$ cat src/rtl/meu_fourbits_adder.sv
// 4-bit ripple-carry adder with carry-in, carry-out and signed overflow.
// The result is registered: one result per valid input, one clock of latency.
module meu_fourbits_adder (
  input  logic       clk_i,
  input  logic       rst_n_i,
  input  logic [3:0] a_i,
  input  logic [3:0] b_i,
  input  logic       carry_i,
  input  logic       valid_i,
  output logic [3:0] sum_o,
  output logic       carry_o,
  output logic       overflow_o,
  output logic       valid_o
);

  logic [4:0] c;
  logic [3:0] s;

  // NOTE: every always_comb output gets a default first so no path can infer a latch.
  always_comb begin
    c    = '0;
    s    = '0;
    c[0] = carry_i;
    for (int k = 0; k < 4; k++) begin
      s[k]   = a_i[k] ^ b_i[k] ^ c[k];
      c[k+1] = (a_i[k] & b_i[k]) | (c[k] & (a_i[k] ^ b_i[k]));
    end
  end

  // NOTE: sequential state uses non-blocking assignments so all flops update together.
  always_ff @(posedge clk_i or negedge rst_n_i) begin
    if (!rst_n_i) begin
      sum_o      <= '0;
      carry_o    <= 1'b0;
      overflow_o <= 1'b0;
      valid_o    <= 1'b0;
    end else begin
      valid_o <= valid_i;
      if (valid_i) begin
        sum_o      <= s;
        carry_o    <= c[4];
        overflow_o <= c[3] ^ c[4];
      end
    end
  end

endmodule

$ cat config.mk
export PLATFORM = sky130hd
export DESIGN_NAME = meu_fourbits_adder
export DESIGN_NICKNAME = d
export VERILOG_FILES = /design/src/rtl/meu_fourbits_adder.sv
export SDC_FILE = /design/constraint.sdc
export NUM_CORES = 1
export LEC_CHECK = 0
export CAP_MARGIN = 20
export CORE_AREA = 2 2 39 41
export CTS_BUF_LIST = sky130_fd_sc_hd__clkbuf_2 sky130_fd_sc_hd__clkbuf_4 sky130_fd_sc_hd__clkbuf_8
export DETAILED_ROUTE_END_ITERATION = 10
export DIE_AREA = 0 0 41 43
export PLACE_DENSITY_LB_ADDON = 0.3
export RECOVER_POWER = 50
export SYNTH_ARGS = -nofsm -noshare
export SYNTH_HDL_FRONTEND = slang
export SYNTH_SLANG_ARGS = --single-unit
$ cat constraint.sdc
create_clock -name clk_i -period 0.8 [get_ports clk_i]
set_input_delay 0.12 -clock clk_i [delete_from_list [all_inputs] [get_ports clk_i]]
set_output_delay 0.12 -clock clk_i [all_outputs]
set_load 0.005 [all_outputs]
==> results.toml <==
[sta]
maxSlewViolCount = 0
hold_violations = 0
period_share = 2.06
clock-skew-final_ns = 0
rsz0062_at_grt = "true"
tightest_slew_ns = 0.304
setup_tns_ns = -3.65
relSlewSlack = 0.797
period_minus_slack_ns = 1.64
fmaxAchievable_mhz = 608
fin_hold_ws_ns = 0.200
fin_ws_ns = -0.844
setup_viol = 13

[grt]
grt_overflow = 0
grt_first_pass_wirelength_mm = 1.08
top_usage_layer = "met2"
antenna_found_initial = 0
grt_pass1_vias = 304
grt_util_met2 = 0.144
met1_usage = 0.103
grtUsageMet3 = 0
grt_max_degree = 8
grt_usage = 0.0903

[clock_network]
clkTransAtPathRegs_ns = 0.05
cts_tree = "done"
cts_sinks = 7
cts_made_buffers = 3
cts_buffer_depth = 2
root_buffer = "clkbuf_4"
cts.htree.levels = 1
clock_latency_ns = 0.24

[synth]
syn-cell-area_um2 = 388
ys_types = 7
syn_nets = 45
synth_seq_area_share = 0.452
synth_warnings = 0
ys_ff_latch = 7
syn_area_per_cell_um2 = 13.4
synthesis.instances = 29

[routing]
wl_per_cell_um = 9.01
first_iter_violations = 3
dr.pass1.iters = 3
drc = 0
routed_wirelength_um = 685
detail_route.vias_per_cell = 3.72
drtAntennaViolNets = 0
route.vias.total = 283

[outcome]
violations = "negative setup slack"
outcome = "finished with violations"

[cells_and_area]
antenna_cells = 0
area_growth_pct = 67.7
fillers = 139
drive_above_1_share = 0.583
finalNetCount = 77

[die]
ios = 19
initial_core_util = 0.280
core_um2 = 1380
die_area_um2 = 1760
die_w_um = 41
num_rows = 14
die_h_um = 43

[critical_path]
r2r_slack_ns = -0.19
endpoint_kind = "flip-flop"
startpoint_type = "input pin"
worstPathRequired_ns = 0.97
crit_type = "in2reg"
cp_max_fo = 2
r2r-start = "sum_o[2]$_DFFE_PN0P_"
cp.arrival_ns = 1.81
r2r_cells = 3
r2r_end = "sum_o[2]$_DFFE_PN0P_"

[place]
place.port_buffers = 18
dp_hpwl_um = 577
finalWeightedCongestion = 0.629

[power_and_ir_drop]
p_int_w = 0.000927
max-vdd-ir-drop_uv = 503
seq_power_share = 0.377
clkPwrFrac = 0.277
cellPowerDensity_nw_per_um2 = 1860
p_leak_nw = 0.347
p_switching_w = 0.000286
swShare = 0.236
combPwrFrac = 0.346

[worst_hold_path]
hp-class = "in2async"

[run]
cap_violations = 0
[state kept, by name, indices dropped and copies added (netlist names)]
signal      cells
overflow_o      1
carry_o         1
sum_o           4
valid_o         1
[cell type report]
class | count | area [µm²] | area share
Sequential cell | 7 | 175 | 0.269
Multi-Input combinational cell | 11 | 174 | 0.267
Clock buffer | 4 | 30.0 | 0.0462
Inverter | 10 | 37.5 | 0.0577
Tap cell | 16 | 20.0 | 0.0308
Timing Repair Buffer | 28 | 214 | 0.329
[worst max-delay path, cell delays in order]
cell and delay, ns:
buf_6 0.09, fa_2 0.37, inv_2 0.06, fa_2 0.18, inv_2 0.04, fa_2 0.33
inv_2 0.06, fa_2 0.42, mux2i_1 0.14
[worst max path at each step]
stage | endpoint | startpoint | slack, ns
after floorplan | overflow_o$_DFFE_PN0P_ | a_i[0] | -0.98
after global placement | overflow_o$_DFFE_PN0P_ | a_i[0] | -1.52
after detailed placement | overflow_o$_DFFE_PN0P_ | a_i[0] | -1.53
after CTS | sum_o[3]$_DFFE_PN0P_ | a_i[0] | -0.90
after global routing | sum_o[3]$_DFFE_PN0P_ | a_i[0] | -0.92
final | sum_o[3]$_DFFE_PN0P_ | a_i[0] | -0.84
[metal layers]
metal / wire length, µm / vias to the layer above
li1: - / 143
met1: 272 / 128
met2: 360 / 12
met3: 51 / 0
met4: 0 / 0
met5: 0 / -
[cells in the final DEF (no fill, tap or decap), drive strengths merged]
cell / Yosys / final
clkdlybuf4s50: 0 / 4
dfrtp: 7 / 7
inv: 10 / 10
mux2i: 3 / 3
clkbuf: 0 / 4
xnor2: 1 / 1
mux2: 3 / 3
dlygate4sd2: 0 / 3
dlygate4sd3: 0 / 1
buf: 1 / 20
fa: 4 / 4
[power groups by stage]
stage	clock network, W	logic (W)	registers, W
floorplan	0	0.000153	0.000469
finish	0.000336	0.000420	0.000457
global placement	0	0.000445	0.000464
detailed placement	0	0.000448	0.000470
global route	0.000370	0.000466	0.000463
CTS	0.000352	0.000431	0.000459
[kinds of logic (layout without fill, tap and decap cells)]
group,count (synthesis),after routing,synth area share
XOR/XNOR,1,1,0.0226
adder cells (fa/ha/maj),4,4,0.206
buffers and inverters,11,42,0.126
flip-flops,7,7,0.452
multiplexers,6,6,0.194
[cells in the mapped netlist]
master / instances / share of area
buf_6: 1 / 0.029
dfrtp_1: 7 / 0.45
xnor2_1: 1 / 0.023
mux2_4: 3 / 0.12
fa_1: 4 / 0.21
mux2i_1: 3 / 0.077
inv_1: 10 / 0.097
[stage by stage]
stage,area (µm²),utilization,cells,setup slack (ns),total power [W]
6_report,651,0.470,76,-0.844,0.00121
2_1_floorplan,398,-,29,-0.977,0.000622
4_1_cts,651,0.470,76,-0.905,0.00124
3_3_place_gp,639,0.462,69,-1.52,0.000908
3_5_place_dp,639,0.462,69,-1.53,0.000918
5_1_grt,651,0.470,76,-0.920,0.00130
[what timing repair did]
item / CTS / global route
pin swaps: 5 / 3
hold endpoints to repair: 0 / 0
endpoints found under the setup margin: 13 / 13
buffers inserted: 3 / 0
hold buffers: 0 / 0
cloned: 0 / 0
gates resized for setup: 46 / 0
Note: power is estimated with default switching activity, not from simulation.
